## src/rtl/conta_classi_pkg.sv

```systemverilog
// Shared definitions for the class counter: FSM state encoding and handshake polarities.
// Latency: n/a (types and constants only).
// Backpressure: n/a.
package conta_classi_pkg;

  // Window FSM: wait for a sample, wait for its strobe to end, present result, wait for consumer release
  typedef enum logic [1:0] {
    ATTESA_DAV  = 2'd0,
    ATTESA_DAVH = 2'd1,
    USCITA      = 2'd2,
    USCITA_FINE = 2'd3
  } stato_t;

  // dav_ strobes are active low, rfd strobes are active high
  localparam logic DAV_ATTIVO = 1'b0;
  localparam logic RFD_ATTIVO = 1'b1;

endpackage

```

## src/rtl/conta_classi_contatore_cw.sv

```systemverilog
// CW-bit up counter with synchronous clear (priority) and enable-increment.
// Latency: count visible 1 clock after en_i/clr_i are sampled.
// Backpressure: none; the caller guarantees the count never wraps.
module contatore_cw #(
  parameter int CW = 5
) (
  input  logic          clock,
  input  logic          reset_,
  input  logic          clr_i,
  input  logic          en_i,
  output logic [CW-1:0] q_o
);

  localparam logic [CW-1:0] UNO = CW'(1);

  logic [CW-1:0] q_q;
  logic [CW-1:0] q_d;

  // next count: clear wins over increment
  always_comb begin
    q_d = q_q;
    if (clr_i) begin
      q_d = '0;
    end else if (en_i) begin
      q_d = q_q + UNO;
    end
  end

  // count register
  always_ff @(posedge clock or negedge reset_) begin
    if (!reset_) begin
      q_q <= '0;
    end else begin
      q_q <= q_d;
    end
  end

  assign q_o = q_q;

endmodule

```

## src/rtl/conta_classi.sv

```systemverilog
// Counts positive / reducible / both samples over WINDOW samples and hands the three counts downstream.
// Latency: rfd falls 1 clk after dav_ low; out_dav_ falls 1 clk after the last sample's dav_ rise.
// Backpressure: rfd held low (no sample accepted) from the last sample until the consumer releases the result.
module conta_classi
  import conta_classi_pkg::*;
#(
  parameter int WINDOW = 16,
  parameter int CW     = 5
) (
  input  logic          clock,
  input  logic          reset_,
  input  logic          dav_,
  output logic          rfd,
  input  logic          positivo,
  input  logic          riducibile,
  output logic          out_dav_,
  input  logic          rfd_out,
  output logic [CW-1:0] n_pos,
  output logic [CW-1:0] n_rid,
  output logic [CW-1:0] n_both
);

  localparam logic [CW-1:0] WINDOW_CW = CW'(WINDOW);

  stato_t        stato_q, stato_d;
  logic          rfd_q, rfd_d;
  logic          out_dav_q, out_dav_d;
  logic [CW-1:0] n_pos_q, n_rid_q, n_both_q;

  logic          carica_n;
  logic          azzera;
  logic          en_cnt, en_pos, en_rid, en_both;
  logic [CW-1:0] acc_pos, acc_rid, acc_both, cnt;

  // Four identical counters; the FSM decides when each increments or clears
  contatore_cw #(.CW(CW)) u_acc_pos (
    .clock (clock), .reset_(reset_), .clr_i(azzera), .en_i(en_pos),  .q_o(acc_pos)
  );
  contatore_cw #(.CW(CW)) u_acc_rid (
    .clock (clock), .reset_(reset_), .clr_i(azzera), .en_i(en_rid),  .q_o(acc_rid)
  );
  contatore_cw #(.CW(CW)) u_acc_both (
    .clock (clock), .reset_(reset_), .clr_i(azzera), .en_i(en_both), .q_o(acc_both)
  );
  contatore_cw #(.CW(CW)) u_cnt (
    .clock (clock), .reset_(reset_), .clr_i(azzera), .en_i(en_cnt),  .q_o(cnt)
  );

  // Next-state and control decode; every sample is counted on the single ATTESA_DAV exit edge,
  // so a dav_ strobe held low for many cycles contributes exactly once
  always_comb begin
    stato_d   = stato_q;
    rfd_d     = rfd_q;
    out_dav_d = out_dav_q;
    carica_n  = 1'b0;
    azzera    = 1'b0;
    en_cnt    = 1'b0;
    en_pos    = 1'b0;
    en_rid    = 1'b0;
    en_both   = 1'b0;
    unique case (stato_q)
      ATTESA_DAV: begin
        if (dav_ == DAV_ATTIVO) begin
          en_cnt  = 1'b1;
          en_pos  = positivo;
          en_rid  = riducibile;
          en_both = positivo & riducibile;
          rfd_d   = ~RFD_ATTIVO;
          stato_d = ATTESA_DAVH;
        end
      end
      ATTESA_DAVH: begin
        if (dav_ != DAV_ATTIVO) begin
          if (cnt == WINDOW_CW) begin
            carica_n  = 1'b1;
            out_dav_d = DAV_ATTIVO;
            stato_d   = USCITA;
          end else begin
            rfd_d   = RFD_ATTIVO;
            stato_d = ATTESA_DAV;
          end
        end
      end
      USCITA: begin
        if (rfd_out != RFD_ATTIVO) begin
          out_dav_d = ~DAV_ATTIVO;
          stato_d   = USCITA_FINE;
        end
      end
      USCITA_FINE: begin
        if (rfd_out == RFD_ATTIVO) begin
          azzera  = 1'b1;
          rfd_d   = RFD_ATTIVO;
          stato_d = ATTESA_DAV;
        end
      end
      default: begin
        stato_d = ATTESA_DAV;
      end
    endcase
  end

  // FSM state and handshake outputs
  always_ff @(posedge clock or negedge reset_) begin
    if (!reset_) begin
      stato_q   <= ATTESA_DAV;
      rfd_q     <= RFD_ATTIVO;
      out_dav_q <= ~DAV_ATTIVO;
    end else begin
      stato_q   <= stato_d;
      rfd_q     <= rfd_d;
      out_dav_q <= out_dav_d;
    end
  end

  // Result registers: loaded once per window, so the consumer never sees live accumulators
  always_ff @(posedge clock or negedge reset_) begin
    if (!reset_) begin
      n_pos_q  <= '0;
      n_rid_q  <= '0;
      n_both_q <= '0;
    end else if (carica_n) begin
      n_pos_q  <= acc_pos;
      n_rid_q  <= acc_rid;
      n_both_q <= acc_both;
    end
  end

  assign rfd      = rfd_q;
  assign out_dav_ = out_dav_q;
  assign n_pos    = n_pos_q;
  assign n_rid    = n_rid_q;
  assign n_both   = n_both_q;

endmodule
```

## config.mk

```make
export PLATFORM = sky130hd
export DESIGN_NAME = conta_classi
export DESIGN_NICKNAME = d
export VERILOG_FILES = /design/src/rtl/conta_classi_pkg.sv /design/src/rtl/conta_classi_contatore_cw.sv /design/src/rtl/conta_classi.sv
export SDC_FILE = /design/constraint.sdc
export NUM_CORES = 1
export LEC_CHECK = 0
export ABC_AREA = 1
export CAP_MARGIN = 10
export CORE_ASPECT_RATIO = 1.4
export CORE_MARGIN = 4
export CORE_UTILIZATION = 32
export DETAILED_ROUTE_END_ITERATION = 8
export GPL_ROUTABILITY_DRIVEN = 1
export HOLD_SLACK_MARGIN = 0.06
export PLACE_DENSITY = 0.48
export SLEW_MARGIN = 30
export SYNTH_ARGS = -nofsm -noshare
export SYNTH_HDL_FRONTEND = slang
export SYNTH_SLANG_ARGS = --single-unit
export TNS_END_PERCENT = 1
```

## constraint.sdc

```tcl
create_clock -name clock -period 1.3 [get_ports clock]
set_input_delay 0.195 -clock clock [delete_from_list [all_inputs] [get_ports clock]]
set_output_delay 0.195 -clock clock [all_outputs]
set_load 0.02 [all_outputs]
```

; Yosys cells after proc, flatten, opt, wreduce, memory -nomap -nowiden
; Index checks and enable logic that the tools add are counted.
[word_totals]
output_inout_bits = 17
ff_bits = 39
word_cells = 71
inputBits = 6
[classes]
n_reduce_logical = 10
n_addsub = 4
mux = 36
bitwise_logic = 1
eq_ne = 10
[ops]
columns = operator, n
row1 = two-way mux 5 bit, 8
row2 = "adder 5 x 1 -> 5 bit, second input constant", 4
row3 = two-way mux 1 bit, 20
row4 = "!= test 2 bit, second input constant", 6
row5 = two-way mux 2 bit, 5
row6 = nonzero test 2 bit, 5
row7 = case mux 2 bit (4 select lines), 1
row8 = AND reduction 4 bit, 2
row9 = "== test 5 bit, second input constant", 1
row10 = AND reduction 5 bit, 1
row11 = "== test 2 bit, second input constant", 2
row12 = case mux 1 bit (3 select lines), 1
row13 = nonzero test 3 bit, 1
row14 = "== test 2 x 1 -> 1 bit, second input constant", 1
row15 = zero test 2 bit, 1
row16 = case mux 1 bit (2 select lines), 1
row17 = bitwise AND 1 bit, 1

; Longest topological paths before layout
; Gate-level depths: netlist of the first run.
[logic_depth]
word_depth = 5
ltp_mapped = 10
ltp_nobuf = 9

; By module
; From an unflattened synthesis of the first run, not the netlist that was laid out.
[hier_totals]
hier_cells = 253
hier_area_um2 = 2085.8
[modules_own_cells]
columns = mod, instances, area_each_um2, cells_per_inst, seq_area_each_um2
row1 = contatore_cw, 4, 266.5, 32, 125.1
row2 = conta_classi, 1, 1019.7, 125, 478.0

; Worst setup path after synthesis of the first run
; OpenSTA, ideal clock, no wires.
[synth_path]
kind = flip-flop to flip-flop
startpoint = register (tool-made name)
endpoint = register n_both_q[3] (netlist: n_both[3])
path_stages_with_launch = 11
synth_period_minus_slack_ps = 1389
path_buffers = 2
arrival_time_ps = 1324
setup_time_ps = 65
t_required_ps = 1235
path_slack_ps = -89
path_cell_list = dfrtp_1 inv_1 ha_1 nand2_1 nor2_2 nand2_1 buf_6 nor2_8 buf_8 nand2_1 nand2_1
[synth_lines]
columns = element, line
row1 = "end signal, assigned", conta_classi.sv:125  ; n_both_q <= acc_both;
row2 = "end, declared", conta_classi.sv:28  ; logic [CW-1:0] n_pos_q, n_rid_q, n_both_q;

; Worst setup path after layout of the first run
[layout_path]
startpoint = register stato_q[0]
endpoint = register n_both_q[4] (netlist: n_both[4])
[layout_between]
elab_chain_len = 2
[layout_lines]
columns = element, line
row1 = "start, declared", conta_classi.sv:25  ; stato_t stato_q, stato_d;
row2 = "start signal, assigned", conta_classi.sv:110  ; stato_q <= stato_d;
row3 = == test 2 x 1 -> 1 bit, conta_classi.sv:61  ; unique case (stato_q)
row4 = two-way mux 1 bit, conta_classi.sv:61
; Every way passes these cells.
; A chain may end at the register's enable or synchronous reset.

==> reports/metrics.cfg, run 1 <==
[outcome]
status=finished, violations left
violations=setup timing

[detailed_routing]
drtPass1Iterations=4
ant_nets=0
drt-initial-drc-count=77
wl_met1_um=2200
routedWlPerCell_um=13.4
via_count=1768
wl_met3_um=108
wl_met2_um=2590
drc=0
wl_um=4990
vias_per_cell=4.77
top_layer=met4

[finish]
num_antenna_cells=0
fin_nets=316
syn_to_final_growth_pct=41.0
fin_cells=371
stdcell_area_mm2=0.00284
drive_above_1_share=0.239
multi_input_area_mm2=0.00107
seqCellArea_um2=978
fillers=589
utilization=0.474

[yosys]
syn_inst=247
synth_edf_count=0
synth_seq_cells=39
synthTopCellsByArea=dfrtp_1 46%, nand2_1 15%, nand3_1 7.2%
yosysSeqAreaShare=0.486
synth.top_cells.by_count=81 x nand2_1, 37 x dfrtp_1, 29 x nand3_1
synth.distinct_cells=22
synth_nets=263
synth_top_area_frac=0.460
yosysMostFrequentCell=nand2_1
synthFlopType=dfrtp_1
yosysWarningCount=0
syn_avg_cell_area_um2=8.16
synth_top_area_cell=dfrtp_1
netlist_area_mm2=0.00201
synth_async_sr_flop_share=1.00

[placement]
dpl_worst_slack_ns=-0.261
gp_congestion=0.781
hpwl_um=3320
io_buffers=22
dpl_cell_area_mm2=0.00249
dpl.cell_count=355

[timing]
setup_ws_ns=-0.178
maxSlewViolCount=0
hold_violations=0
worst_pin_slew_ns=0.437
setup_viol=27
finalCriticalPeriod_ns=1.48
holdWs_ns=0.369
skew_ns=0.00170
max_freq_mhz=677
relSlewSlack=0.709
rsz0062_at_grt=true
finalCritPeriodShare=1.14

[global_routing]
gr-total-overflow=0
grt_pass1_wl_um=7980
grt_max_degree=24
grt.total_usage=0.135
antenna_found_initial=0
grt_pass1_vias=1751

[floorplanning]
dieArea_mm2=0.00765
die_h_um=102
start_util=0.336
die_w_um=75.1
rows=33
core_mm2=0.00599
ios=23

[clock_network]
clkSinkCount=39
clk_pin_slew_ns=0.08
cts-htree-levels=2
clock_latency_ns=0.29
cts-buffers-inserted=5
cts_tree=yes
clockRootBuffer=clkbuf_8
cts_buffer_depth=2

[run]
max_cap_violations=0

[power_and_ir_drop]
power_density_mw_per_mm2=1830
p_int_w=0.00320
p_leak_nw=1.52
switchingPower_w=0.00200
vdd_drop_max_uv=755
clockPowerShare=0.200
power_frac_comb=0.423
share_seq_of_total_power=0.377
swShare=0.385

[critical_path]
critical_path.endpoint_type=register
cp_max_fo=8
start_kind=register
crit_path_top_delay_cell=dfrtp_1
cp_num_buf_inv=2
required_ns=1.49
setup.worst_path.class=register to register
max_stage_delay_ns=0.40
crit_chain=buf_6 > ha_4 > nand2_2 > nor2_4 > nand2_4 > clkbuf_16 > o21ai_1 > nand2_1
worstPathArrival_ns=1.66
cp_top_family=flip-flops

[worst_hold_path]
min_path_type=input port to async pin

[per-layer routing]
layer	vias to the layer above	global-route usage
met5	-	0
met3	5	0.0207
met2	17	0.230
met1	837	0.169
li1	909	-
met4	0	0.0534
[worst paths after layout]
path                             from         to  slack, ns  cells past startpoint
max reg2reg                stato_q[0]  n_both[4]      -0.18                      8
min in group clock                rfd        rfd       0.46                      2
min                            reset_  async pin       0.37                      2
min reg2reg                       rfd        rfd       0.46                      2
max                        stato_q[0]  n_both[4]      -0.18                      8
max in group asynchronous      reset_  n_both[4]       0.46                      3
[cell families after synthesis]
logic type / after synthesis / share of synthesized area
compound gates: 28 / 0.0696
buf+inv: 27 / 0.0621
fa+ha+maj: 10 / 0.0621
xor+xnor: 3 / 0.0130
flops: 39 / 0.486
simple gates: 140 / 0.307
[per-stage QoR]
| stage | total power [W] | setup TNS, ns |
|---|---|---|
| after global routing | 0.00564 | -5.94 |
| after CTS | 0.00507 | -2.36 |
| final | 0.00520 | -3.05 |
| after global placement | 0.00389 | -7.16 |
| after detailed placement | 0.00390 | -7.47 |
| after floorplan | 0.00307 | -0.389 |
[cell type report]
cell class	instances	area share
tap	70	0.0308
inverter	19	0.0260
clock buffer	5	0.0242
multi-input combinational	182	0.376
sequential	39	0.344
clock inverter	3	0.0154
timing repair buffer	53	0.183
[power groups by stage]
stage	Clock [W]	Sequential, W	Combinational [W]
floorplan	0	0.00208	0.000990
global placement	0	0.00199	0.00190
detailed placement	0	0.00199	0.00191
CTS	0.00106	0.00196	0.00204
global route	0.00112	0.00203	0.00249
finish	0.00104	0.00196	0.00220
[state kept, by name (all words and copies together), names as in the netlist, named ones only]
signal	count
out_dav_	1
u_cnt.q_o	5
u_acc_rid.q_o	5
n_rid	5
stato_q	1
n_both	5
u_acc_pos.q_o	5
n_pos	5
rfd	1
u_acc_both.q_o	5
[layout by cell type, fill, tap and decap left out, types with 2 or more instances in the layout]
cell type,synthesis,final
xor2_1,3,3
o21ai_0,21,6
dlygate4sd2_1,0,15
dfstp_2,2,2
o21ai_1,3,16
buf_4,0,21
nand3_4,0,2
ha_4,0,3
nand3_1,29,28
inv_2,1,4
buf_2,4,2
inv_1,18,14
buf_12,0,3
nand3b_1,2,2
o21ai_2,0,2
clkbuf_8,0,5
nand2_1,81,74
clkdlybuf4s50_1,0,4
dfrtp_1,37,37
clkbuf_16,0,2
nor2_4,0,6
ha_1,10,6
nand2_4,0,3
nor2_1,15,12
buf_6,1,3
nand4_1,7,7
a21oi_1,4,4
nand2_2,0,3
[timing repair]
action,4_1_cts,5_1_grt
gates resized for setup,53,20
hold endpoints to repair,14,0
gates cloned,0,3
pin swaps,2,5
endpoints found under the setup margin,56,41
buffers inserted,2,2
hold buffers,1,0
Power figures use the tool's default switching activity.
==> run 2: changes to the inputs <==
--- a/config.mk
+++ b/config.mk
@@ -12,10 +12,10 @@
 export CORE_UTILIZATION = 32
 export DETAILED_ROUTE_END_ITERATION = 8
 export GPL_ROUTABILITY_DRIVEN = 1
-export HOLD_SLACK_MARGIN = 0.06
+export HOLD_SLACK_MARGIN = 0.1
 export PLACE_DENSITY = 0.48
 export SLEW_MARGIN = 30
 export SYNTH_ARGS = -nofsm -noshare
 export SYNTH_HDL_FRONTEND = slang
 export SYNTH_SLANG_ARGS = --single-unit
-export TNS_END_PERCENT = 1
+export TNS_END_PERCENT = 10
==> run 2 against run 1 <==
First-iteration DRC count fell by 6.5%; combinational power shrank 12%; the flow still finishes with violations (setup timing); sequential share of layout area up 1.9 points; non-clock buffer count down 6; routed wire length is 4.9% lower; critical endpoint is now out_dav_; register-to-register slack better by 0.05 ns; clock power down 12%; flip-flop and latch count did not move; critical path depth up 3.
==> reports/metrics.cfg, run 2 (synthesized netlist as in run 1, its figures left out) <==
[global_routing]
grt_max_degree=40  ; +67%
grt_pass1_vias=1777  ; +1.5%
grt.total_usage=0.143  ; +0.00728
gr-total-overflow=0  ; unchanged
grt_pass1_wl_um=8380  ; +5.1%
antenna_found_initial=0  ; unchanged

[critical_path]
cp_max_fo=18  ; +10
worstPathArrival_ns=1.65  ; about the same
critical_path.endpoint_type=register
regToRegSetupSlack_ns=-0.13  ; +0.05 ns
required_ns=1.52  ; +0.03 ns
r2r_cells=11  ; +3
start_kind=register
setup.worst_path.class=register to register

[finish]
drive_above_1_share=0.227  ; -0.0121
layout_commonest_cell=nand2_1
seqCellArea_um2=980  ; +0.13%
fin_nets=310  ; -1.9%
fin_cells=365  ; -1.6%
stdcell_area_mm2=0.00269  ; -5.2%
num_antenna_cells=0  ; unchanged
multi_input_area_mm2=0.00102  ; -4.3%
final_cell_mix=74 x nand2_1, 36 x dfrtp_1, 28 x nand3_1, 20 x o21ai_0, 19 x buf_4
fillers=613  ; +4.1%
syn_to_final_growth_pct=33.7

[floorplanning]
start_util=0.336  ; unchanged
rows=33  ; unchanged
die_h_um=102  ; unchanged
ios=23  ; unchanged
die_w_um=75.1  ; unchanged
dieArea_mm2=0.00765  ; unchanged
core_mm2=0.00599  ; unchanged

[detailed_routing]
drtPass1Iterations=4  ; unchanged
drc=0  ; unchanged
wl_um=4740  ; -4.9%
routedWlPerCell_um=13.0  ; -3.4%
vias_per_cell=4.83  ; +1.4%
drt-initial-drc-count=72  ; -6.5%
ant_nets=0  ; unchanged
via_count=1764  ; -0.23%

[worst_hold_path]
min_path_type=input port to async pin

[timing]
relSlewSlack=0.758  ; +0.0499
setup_ws_ns=-0.125  ; +0.0528 ns
setup_viol=30  ; +11%
finalCriticalPeriod_ns=1.43  ; -0.0528 ns
rsz0062_at_grt=true
max_freq_mhz=702  ; +3.7%
maxSlewViolCount=0  ; unchanged
skew_ns=0.00750  ; +0.00580 ns
finalCritPeriodShare=1.10  ; -0.0406
worst_pin_slew_ns=0.361  ; -0.0757 ns
hold_violations=0  ; unchanged

[power_and_ir_drop]
vdd_drop_max_uv=712  ; -5.7%
power_w=0.00484  ; -6.9%
p_leak_nw=1.46  ; -4.3%
power_density_mw_per_mm2=1800  ; -1.7%

[placement]
dpl.cell_count=353  ; -0.56%
io_buffers=22  ; unchanged
dpl_worst_slack_ns=-0.366  ; -0.105 ns
dpl_cell_area_mm2=0.00248  ; -0.50%
hpwl_um=3200  ; -3.5%
gp_congestion=0.774  ; -0.91%

[outcome]
violations=setup timing
status=finished, violations left

[clock_network]
cts_tree=yes
clock_latency_ns=0.29  ; about the same
cts-buffers-inserted=5  ; unchanged
clk_pin_slew_ns=0.08  ; about the same
clkSinkCount=39  ; unchanged
clockRootBuffer=clkbuf_8
cts-htree-levels=2  ; unchanged
cts_buffer_depth=2  ; unchanged

[run]
max_cap_violations=0  ; unchanged

-- run 2: changes by cell type in the layout (fill, tap and decap cells not counted), moves of 2 or more --
| cell | previous run | this run |
|---|---|---|
| buf_4 | 21 | 19 |
| clkbuf_16 | 2 | 0 |
| clkbuf_8 | 5 | 7 |
| inv_2 | 4 | 6 |
| nand2_2 | 3 | 5 |
| nor2_2 | 1 | 3 |
| o21ai_0 | 6 | 20 |
| o21ai_1 | 16 | 4 |
| o21ai_2 | 2 | 0 |
-- run 2: final timing paths --
| kind | start | endpoint |
|---|---|---|
| max | register | out_dav_ |
| min | reset_ | u_acc_rid.q_o[3] |
| max reg2reg | register | out_dav_ |
| min reg2reg | rfd | rfd |
| max in group asynchronous | reset_ | rfd |
| min in group clock | rfd | rfd |
-- run 2: metrics by stage --
step           hold slack, ns   util  setup TNS (ns)
2_1_floorplan          -0.101      -          -0.358
3_3_place_gp            0.189  0.414           -9.31
3_5_place_dp            0.187  0.414           -9.94
4_1_cts                 0.406  0.442           -2.44
5_1_grt                 0.422  0.450           -5.67
6_report                0.404  0.450           -2.35
-- run 2: cell type report --
| class | instances | share of cell area |
|---|---|---|
| clock inverter | 1 | 0.00279 |
| multi-input combinational | 182 | 0.380 |
| tap | 70 | 0.0325 |
| sequential | 39 | 0.364 |
| inverter | 19 | 0.0265 |
| clock buffer | 7 | 0.0358 |
| timing repair buffer | 47 | 0.159 |
-- run 2: layer usage --
layer / GRT usage / vias to the layer above / share of wire
met5: 0 / - / 0
li1: - / 894 / -
met3: 0.0305 / 4 / 0.029
met2: 0.228 / 21 / 0.51
met1: 0.185 / 845 / 0.44
met4: 0.0575 / 0 / 0.017
-- run 2: report_power, final --
| part | internal, W | switching, W |
|---|---|---|
| registers | 0.00162 | 0.000376 |
| clock network | 0.000483 | 0.000432 |
| logic | 0.000868 | 0.00106 |
-- run 2: repair_timing --
item	4_1_cts	5_1_grt
endpoints found under the setup margin	56	41
gates resized for setup	38	14
gates cloned	1	0
setup buffers	0	2
hold buffers	1	0
endpoints found under the hold margin	37	0
pin swaps	8	6
-- run 2: critical path, cell delays in order, from the launching register on --
cell     delay [ns]
dfrtp_1        0.41
inv_2          0.10
ha_4           0.15
nand2_2        0.05
nor2_2         0.09
nand2_2        0.07
buf_12         0.15
buf_6          0.13
nand2_1        0.07
nand2_1        0.05
nand2_1        0.05
nand2_1        0.04
==> run 3: changes to the inputs <==
--- a/config.mk
+++ b/config.mk
@@ -6,6 +6,7 @@
 export NUM_CORES = 1
 export LEC_CHECK = 0
 export ABC_AREA = 1
+export ABC_CLOCK_PERIOD_IN_PS = 1300
 export CAP_MARGIN = 10
 export CORE_ASPECT_RATIO = 1.4
 export CORE_MARGIN = 4
==> results of run 3 <==
Final layout, timing and power as in run 2 (identical DEF).
